## src/rtl/pipelined_cla_adder_3op.sv

```systemverilog
// -----------------------------------------------------------------------------
// pipelined_cla_adder_3op
//
// Two-stage pipelined unsigned three-operand adder: {cout,sum} = in1+in2+in3+cin.
// Stage 1 is a 3:2 carry-save compressor. Stage 2 is a grouped carry-lookahead
// adder that resolves the sum and carry vectors from stage 1. Both stages are
// registered and stall under a valid/ready handshake. Up to two operand sets
// can be in flight, and results leave in strict FIFO order.
//
// Parameters
//   WIDTH  operand width; must be >= 4 and a multiple of GROUP
//   GROUP  CLA group size in bits
//
// Ports
//   clk        rising-edge clock
//   rst_n      asynchronous active-low reset
//   in_valid   operand set on in1/in2/in3/cin is valid
//   in_ready   block accepts an operand set this cycle (combinational)
//   in1..in3   unsigned operands, WIDTH bits each
//   cin        carry-in, weight 2^0
//   out_valid  sum/cout hold a valid result (registered)
//   out_ready  downstream accepts the result this cycle
//   sum        result bits [WIDTH-1:0] (registered)
//   cout       result bits [WIDTH+1:WIDTH] (registered)
// -----------------------------------------------------------------------------
module pipelined_cla_adder_3op #(
    parameter int WIDTH = 16,
    parameter int GROUP = 4
) (
    input  logic             clk,
    input  logic             rst_n,
    input  logic             in_valid,
    output logic             in_ready,
    input  logic [WIDTH-1:0] in1,
    input  logic [WIDTH-1:0] in2,
    input  logic [WIDTH-1:0] in3,
    input  logic             cin,
    output logic             out_valid,
    input  logic             out_ready,
    output logic [WIDTH-1:0] sum,
    output logic [1:0]       cout
);

    localparam int NG = WIDTH / GROUP;

    // Stage registers
    logic [WIDTH-1:0] s1_s_reg;
    logic [WIDTH:0]   s1_c_reg;
    logic             s1_v_reg;
    logic [WIDTH-1:0] sum_reg;
    logic [1:0]       cout_reg;
    logic             out_valid_reg;

    // Handshake: a stage moves when the stage after it can take its contents
    logic s2_adv;
    logic s1_adv;

    assign s2_adv   = !out_valid_reg || out_ready;
    assign s1_adv   = !s1_v_reg || s2_adv;
    assign in_ready = s1_adv;

    // -------------------------------------------------------------------------
    // Stage 1: carry-save compression. The carry vector is shifted up one bit
    // and cin rides in its free LSB, so stage 2 needs no separate carry-in.
    // -------------------------------------------------------------------------
    logic [WIDTH-1:0] s1_s_next;
    logic [WIDTH:0]   s1_c_next;

    assign s1_s_next = in1 ^ in2 ^ in3;
    assign s1_c_next = {(in1 & in2) | (in1 & in3) | (in2 & in3), cin};

    // -------------------------------------------------------------------------
    // Stage 2: grouped CLA of s1_s + s1_c[WIDTH-1:0]; s1_c[WIDTH] has weight
    // 2^WIDTH and is folded into cout together with the adder's carry-out.
    // -------------------------------------------------------------------------
    logic [WIDTH-1:0] op_a;
    logic [WIDTH-1:0] op_b;
    logic [WIDTH-1:0] bit_g;
    logic [WIDTH-1:0] bit_p;
    logic [NG-1:0]    grp_g;
    logic [NG-1:0]    grp_p;
    logic [NG:0]      grp_c;
    logic [WIDTH-1:0] sum_next;
    logic [1:0]       cout_next;

    assign op_a  = s1_s_reg;
    assign op_b  = s1_c_reg[WIDTH-1:0];
    assign bit_g = op_a & op_b;
    assign bit_p = op_a ^ op_b;

    // Group generate: carry leaves the group regardless of its carry-in
    function automatic logic grp_generate(input logic [GROUP-1:0] g_in,
                                          input logic [GROUP-1:0] p_in);
        logic acc;
        acc = 1'b0;
        for (int i = 0; i < GROUP; i++) begin
            acc = g_in[i] | (p_in[i] & acc);
        end
        return acc;
    endfunction

    // Carries into each bit of a group, given the group's carry-in
    function automatic logic [GROUP-1:0] grp_carries(input logic [GROUP-1:0] g_in,
                                                     input logic [GROUP-1:0] p_in,
                                                     input logic             c_in);
        logic [GROUP-1:0] c;
        c[0] = c_in;
        for (int i = 1; i < GROUP; i++) begin
            c[i] = g_in[i-1] | (p_in[i-1] & c[i-1]);
        end
        return c;
    endfunction

    genvar gi;
    generate
        for (gi = 0; gi < NG; gi++) begin : g_group
            assign grp_g[gi] = grp_generate(bit_g[gi*GROUP +: GROUP], bit_p[gi*GROUP +: GROUP]);
            assign grp_p[gi] = &bit_p[gi*GROUP +: GROUP];
            assign sum_next[gi*GROUP +: GROUP] =
                bit_p[gi*GROUP +: GROUP] ^
                grp_carries(bit_g[gi*GROUP +: GROUP], bit_p[gi*GROUP +: GROUP], grp_c[gi]);
        end
    endgenerate

    // Lookahead between groups: each group carry is the OR of every lower
    // group's generate, qualified by the propagates of the groups in between.
    // The carry into group 0 is zero because cin already sits in op_b[0].
    always_comb begin
        logic lc;
        logic pp;
        grp_c    = '0;
        grp_c[0] = 1'b0;
        for (int k = 0; k < NG; k++) begin
            lc = 1'b0;
            for (int j = 0; j <= k; j++) begin
                pp = 1'b1;
                for (int m = j + 1; m <= k; m++) begin
                    pp = pp & grp_p[m];
                end
                lc = lc | (grp_g[j] & pp);
            end
            grp_c[k+1] = lc;
        end
    end

    // Two weight-2^WIDTH bits (adder carry-out and the top carry-save bit)
    assign cout_next = {grp_c[NG] & s1_c_reg[WIDTH], grp_c[NG] ^ s1_c_reg[WIDTH]};

    // -------------------------------------------------------------------------
    // Pipeline registers
    // -------------------------------------------------------------------------
    always_ff @(posedge clk or negedge rst_n) begin
        if (!rst_n) begin
            s1_s_reg      <= '0;
            s1_c_reg      <= '0;
            s1_v_reg      <= 1'b0;
            sum_reg       <= '0;
            cout_reg      <= '0;
            out_valid_reg <= 1'b0;
        end else begin
            if (s1_adv) begin
                s1_v_reg <= in_valid;
                // Data only loads on a transfer; idle bubbles leave it untouched
                if (in_valid) begin
                    s1_s_reg <= s1_s_next;
                    s1_c_reg <= s1_c_next;
                end
            end
            if (s2_adv) begin
                out_valid_reg <= s1_v_reg;
                if (s1_v_reg) begin
                    sum_reg  <= sum_next;
                    cout_reg <= cout_next;
                end
            end
        end
    end

    assign out_valid = out_valid_reg;
    assign sum       = sum_reg;
    assign cout      = cout_reg;

endmodule

```

## config.mk

```make
export PLATFORM = sky130hd
export DESIGN_NAME = pipelined_cla_adder_3op
export DESIGN_NICKNAME = d
export VERILOG_FILES = /design/src/rtl/pipelined_cla_adder_3op.sv
export SDC_FILE = /design/constraint.sdc
export NUM_CORES = 1
export LEC_CHECK = 0
export ABC_AREA = 1
export BUFFER_PORTS_ARGS = -buffer_cell sky130_fd_sc_hd__buf_2
export CAP_MARGIN = 15
export CORE_MARGIN = 2
export CORE_UTILIZATION = 30
export CTS_CLUSTER_SIZE = 8
export DETAILED_ROUTE_END_ITERATION = 10
export GPL_TIMING_DRIVEN = 0
export HOLD_SLACK_MARGIN = 0.12
export PLACE_DENSITY = 0.51
export SLEW_MARGIN = 20
export SYNTH_ARGS = -nofsm -noshare
export SYNTH_HDL_FRONTEND = slang
export SYNTH_SLANG_ARGS = --single-unit
```

## constraint.sdc

```tcl
create_clock -name clk -period 4.7 [get_ports clk]
set_clock_uncertainty 0.15 [all_clocks]
set_input_delay 1.175 -clock clk [delete_from_list [all_inputs] [get_ports clk]]
set_output_delay 1.175 -clock clk [all_outputs]
set_load 0.02 [all_outputs]
```

# After elaboration in Yosys (flattened, before gate mapping)
# Cells that the tools add are included.
# op_classes
n_div,0
shift,0
n_bitwise,72
reduce_logical,9
mul,0
order_cmp,0
n_mux,0
add_sub_neg,0
n_eq_ne,0
# ops
cell,count
bitwise AND 16 bit,4
bitwise XOR 16 bit,3
OR 16 bit,2
bitwise AND 1 bit,31
OR 1 bit,27
bitwise XOR 4 bit,4
AND reduction 4 bit,3
AND reduction 2 bit,2
logical NOT 1 bit,2
logical OR 1 bit,2
bitwise XOR 1 bit,1
# totals
inputBits,53
wordCells,87
romBits,0
n_memories,0
reg_bits,53
out_inout_bits,20
ram_bits,0
latchBits,0

# Logic depth before layout (Yosys ltp)
# depth
depth_word,17
mapped_depth,14
mapped_depth_nobuf,14

# Worst setup path before layout
# OpenSTA, ideal clock, no wires.
# synth_timing
path_kind,reg-to-reg
start,register s1_c_reg[0]
end,register sum_reg[15] (netlist: sum[15])
setup_time_ps,128
required_ps,4422
period_less_slack_ps,3773
path_buffers,0
path_stages_with_launch,15
slack_ps,927
arrival_time_ps,3495
cell_sequence,dfrtp_1 -> ha_1 -> fa_1 -> fa_1 -> fa_1 -> nand2_1 -> nand2_1 -> nand2_1 -> a21oi_1 -> nand3b_1 -> fa_1 -> fa_1 -> fa_1 -> xnor2_1 -> o21ai_0
# synth_via
elab_chain_len,17
# synth_lines
item,line,rtl
"start, declared",48,logic [WIDTH:0] s1_c_reg;
"start signal, assigned",166,s1_c_reg <= s1_c_next;
bitwise AND 16 bit,88,assign bit_g = op_a & op_b;
bitwise AND 1 bit,97,acc = g_in[i] | (p_in[i] & acc);
OR 1 bit,97,
bitwise AND 1 bit,97,
OR 1 bit,97,
bitwise AND 1 bit,97,
OR 1 bit,97,
bitwise AND 1 bit,140,lc = lc | (grp_g[j] & pp);
OR 1 bit (2 in a row),140,
bitwise AND 1 bit,109,c[i] = g_in[i-1] | (p_in[i-1] & c[i-1]);
OR 1 bit,109,
bitwise AND 1 bit,109,
OR 1 bit,109,
bitwise AND 1 bit,109,
OR 1 bit,109,
bitwise XOR 4 bit,120,bit_p[gi*GROUP +: GROUP] ^
"end signal, assigned",172,sum_reg <= sum_next;
"end, declared",50,logic [WIDTH-1:0] sum_reg;
# No other way between the ends.
# A chain may end at the register's enable or synchronous reset.

# Worst setup path after layout
# Ends and elaborated chain as after synthesis.

==> impl_metrics.py <==
metrics = {
    "clock_network": {
        "cts-root-buf": "sky130_fd_sc_hd__clkbuf_8",
        "cts_repair_resize_count": 0,
        "cts-hold-fix-buffers": 0,
        "cts.clk_slew.worst_paths_ns": 0.09,
        "clk_latency_ns": 0.30,
        "cts_setup_buffers": 0,
        "clock_tree.htree_level_count": 2,
        "cts_buffers": 5,
        "tritoncts_num_sinks": 53,
        "ctsLongestPathBuffers": 2,
        "cts_tree": "yes",
    },
    "placed_design": {
        "globalplace.congestion": 0.7639,
        "place_inst": 436,
        "dp_slack_ns": 0.5079,
        "dpl.hpwl_mm": 4.530,
        "port_buffers": 72,
    },
    "layout": {
        "layout.nets": 404,
        "layoutNonFillerInstCount": 443,
        "largest_register_ff_count": 17,
        "n_fill_cell": 1012,
        "insertedDiodeCount": 0,
        "final_core_utilization_pct": 37.22,
        "layout_overhead_on_the_synthesized_area_pct": 20.26,
        "post_route_cells_drive_above_1_share_pct": 38.71,
    },
    "grt": {
        "first_global_vias": 2014,
        "number_of_antenna_violations_at_the_first_check_in_global_routing": 0,
        "groute.usage.overall_pct": 11.91,
        "grt_first_pass_wirelength_mm": 10.09,
        "grt-ovfl-total": 0,
        "maximum_number_of_pins_on_one_net_before_global_route_repair": 54,
    },
    "detailed_routing": {
        "drc_errors": 0,
        "first_pass_iters": 4,
        "initialDrtViolationCount": 64,
        "drt-total-wl_mm": 5.980,
        "routed_wl_per_cell_um": 13.50,
        "route.vias.total": 1859,
        "drtAntennaViolNets": 0,
        "drt-vias-per-instance": 4.196,
    },
    "synth": {
        "synth_warnings": 0,
        "synth_sequential_area_ratio_pct": 43.64,
        "post_syn_nets": 325,
        "synthesis.area_um2": 3039,
        "netlist_instances": 231,
        "ys_types": 21,
        "syn_avg_cell_area_um2": 13.16,
        "yosys.area.top_type_share_pct": 43.64,
        "netlist.top_cell.by_area": "sky130_fd_sc_hd__dfrtp_1",
        "yosys-top-cells-area": "sky130_fd_sc_hd__dfrtp_1 44%, sky130_fd_sc_hd__fa_1 18%, sky130_fd_sc_hd__mux2_4 14%, sky130_fd_sc_hd__nand2_1 8.0%, sky130_fd_sc_hd__ha_1 5.8%",
        "ys_seq_elements": 53,
    },
    "pwr": {
        "power.density_nw_per_um2": 460.0,
        "vdd_drop_max_mv": 0.1339,
        "total_power_uw": 1681,
        "total_leakage_power_uw": 0.001848,
    },
    "setup_path": {
        "critPathBufInv": 0,
        "critical_path.cell_chain": "ha_1 -> fa_1 -> fa_1 -> fa_1 -> nand2_1 -> nand2_1 -> nand2_1 -> a21oi_1 -> nand3b_1 -> fa_1 -> fa_1 -> fa_1 -> xnor2_1 -> o21ai_0",
        "worst_path_dominant_cell_family": "adder cells",
        "cp-start-kind": "register",
        "crit_path_max_incr_delay_ns": 0.42,
        "crit_type": "register to register",
        "critical_path.endpoint_type": "register",
        "cp.arrival_ns": 4.17,
        "critPathMaxFanout": 2,
        "cpMaxStageDelayCell": "sky130_fd_sc_hd__fa_1",
        "timing.critical_path.required_ns": 4.73,
        "cpMostUsedCell": "sky130_fd_sc_hd__fa_1",
    },
    "floorplanning": {
        "die_ht_um": 104.7,
        "design.portCount": 73,
        "initial_utilization_pct": 30.95,
        "coreArea_um2": 9819,
        "core.rowCount": 36,
        "die_span_in_x_um": 104.7,
        "die_area_um2": 10950,
    },
    "sta": {
        "layout_worst_path_cycle_share_pct": 87.91,
        "fin_ws_ns": 0.5681,
        "fin_tns_setup_ns": 0,
        "max_slew_margin_pct": 54.79,
        "worst_pin_slew_ns": 0.6782,
        "timing_hold_violations_final": 0,
        "slew_violations": 0,
        "period_needed_ns": 4.132,
        "max_clock_freq_mhz": 242.0,
        "setup_repair_after_global_routing_missed_its_margin": "false",
        "setup-violations-final": 0,
    },
    "run_status": {
        "status": "finished, final reports clean",
    },
    "job": {
        "cap_viol_max_count": 0,
    },
    "hold_path": {
        "timing.hold.worst.class": "register to register",
    },
}
## synth_stat cells
master	count
sky130_fd_sc_hd__nand4_1	1
sky130_fd_sc_hd__inv_2	1
sky130_fd_sc_hd__nor2_1	5
sky130_fd_sc_hd__nand3b_1	1
sky130_fd_sc_hd__o21ai_0	4
sky130_fd_sc_hd__nand3_1	2
sky130_fd_sc_hd__fa_1	27
sky130_fd_sc_hd__nand3_4	1
sky130_fd_sc_hd__a21oi_1	3
sky130_fd_sc_hd__xnor2_1	4
sky130_fd_sc_hd__buf_2	2
sky130_fd_sc_hd__inv_1	9
sky130_fd_sc_hd__buf_4	1
sky130_fd_sc_hd__o21a_1	1
sky130_fd_sc_hd__dfrtp_1	53
sky130_fd_sc_hd__mux2_2	4
sky130_fd_sc_hd__ha_1	14
sky130_fd_sc_hd__nand2_1	65
sky130_fd_sc_hd__nand2_8	1
sky130_fd_sc_hd__mux2_4	29
sky130_fd_sc_hd__buf_12	3
## cell type report
class                   count  area (um^2)  share of cell area, %
multi-input cells         162         1598                  43.72
flip-flops and latches     53         1326                  36.29
repair buffers             72        362.8                  9.928
well taps                 133        166.4                  4.553
clock buffers               7        86.33                  2.362
plain buffers               6        77.57                  2.123
inverters                  10        37.54                  1.027
## final timing paths
path,endpoint,cells after the start,slack [ns],start
setup / recovery,sum[15],14,0.57,s1_c_reg[0]
hold / removal,sum[2],2,0.33,sum[2]
setup reg to reg,sum[15],14,0.57,s1_c_reg[0]
hold reg to reg,sum[2],2,0.33,sum[2]
max in group asynchronous,s1_c_reg[9],1,3.19,rst_n
min in group asynchronous,sum[0],1,0.75,rst_n
## layout by cell type (no fill, tap or decap), drive strengths merged
cell type / count
nand2: 66
o21ai: 4
fa: 27
dfrtp: 53
ha: 14
nor2: 5
inv: 10
xnor2: 4
a21oi: 3
mux2: 33
o21a: 1
nand3: 3
nand3b: 1
nand4: 1
buf: 78
clkbuf: 7
## routing by layer
metal,track usage [%],part of all wire [%],up-vias
met5,0,0,-
met4,3.143,0.87,0
met3,2.682,5.7,5
met2,18.81,46,49
met1,16.57,47,901
li1,-,-,904
## stage by stage
stage,cell area [um^2],hold WS [ns]
after floorplan,3039,0.3335
after global placement,3566,0.3072
after detailed placement,3568,0.3114
after CTS,3655,0.3354
after global routing,3655,0.3508
final,3655,0.3308
## worst reg2reg max path, stage by stage, from the launching register on
cell,delay (ns)
sky130_fd_sc_hd__dfrtp_1,0.40
sky130_fd_sc_hd__ha_1,0.22
sky130_fd_sc_hd__fa_1,0.39
sky130_fd_sc_hd__fa_1,0.39
sky130_fd_sc_hd__fa_1,0.42
sky130_fd_sc_hd__nand2_1,0.08
sky130_fd_sc_hd__nand2_1,0.09
sky130_fd_sc_hd__nand2_1,0.11
sky130_fd_sc_hd__a21oi_1,0.10
sky130_fd_sc_hd__nand3b_1,0.18
sky130_fd_sc_hd__fa_1,0.41
sky130_fd_sc_hd__fa_1,0.41
sky130_fd_sc_hd__fa_1,0.39
sky130_fd_sc_hd__xnor2_1,0.20
sky130_fd_sc_hd__o21ai_0,0.10
## power by group
part,switching (uW),internal [uW],leakage (uW)
Combinational,382,332,0.00117
Clock,143,117,0.0000443
Sequential,111,596,0.000630
## logic make-up after synthesis
logic type                 Yosys count  synth area share, %
buffers and inverters               16                3.788
AOI/OAI and AO/OA                    8                1.400
muxes                               33                15.81
xor gates and xnor gates             4                1.153
adders and majority gates           41                23.55
DFF                                 53                43.64
and+or+nand+nor                     76                10.66
Note: power is estimated with default switching activity, not from simulation.
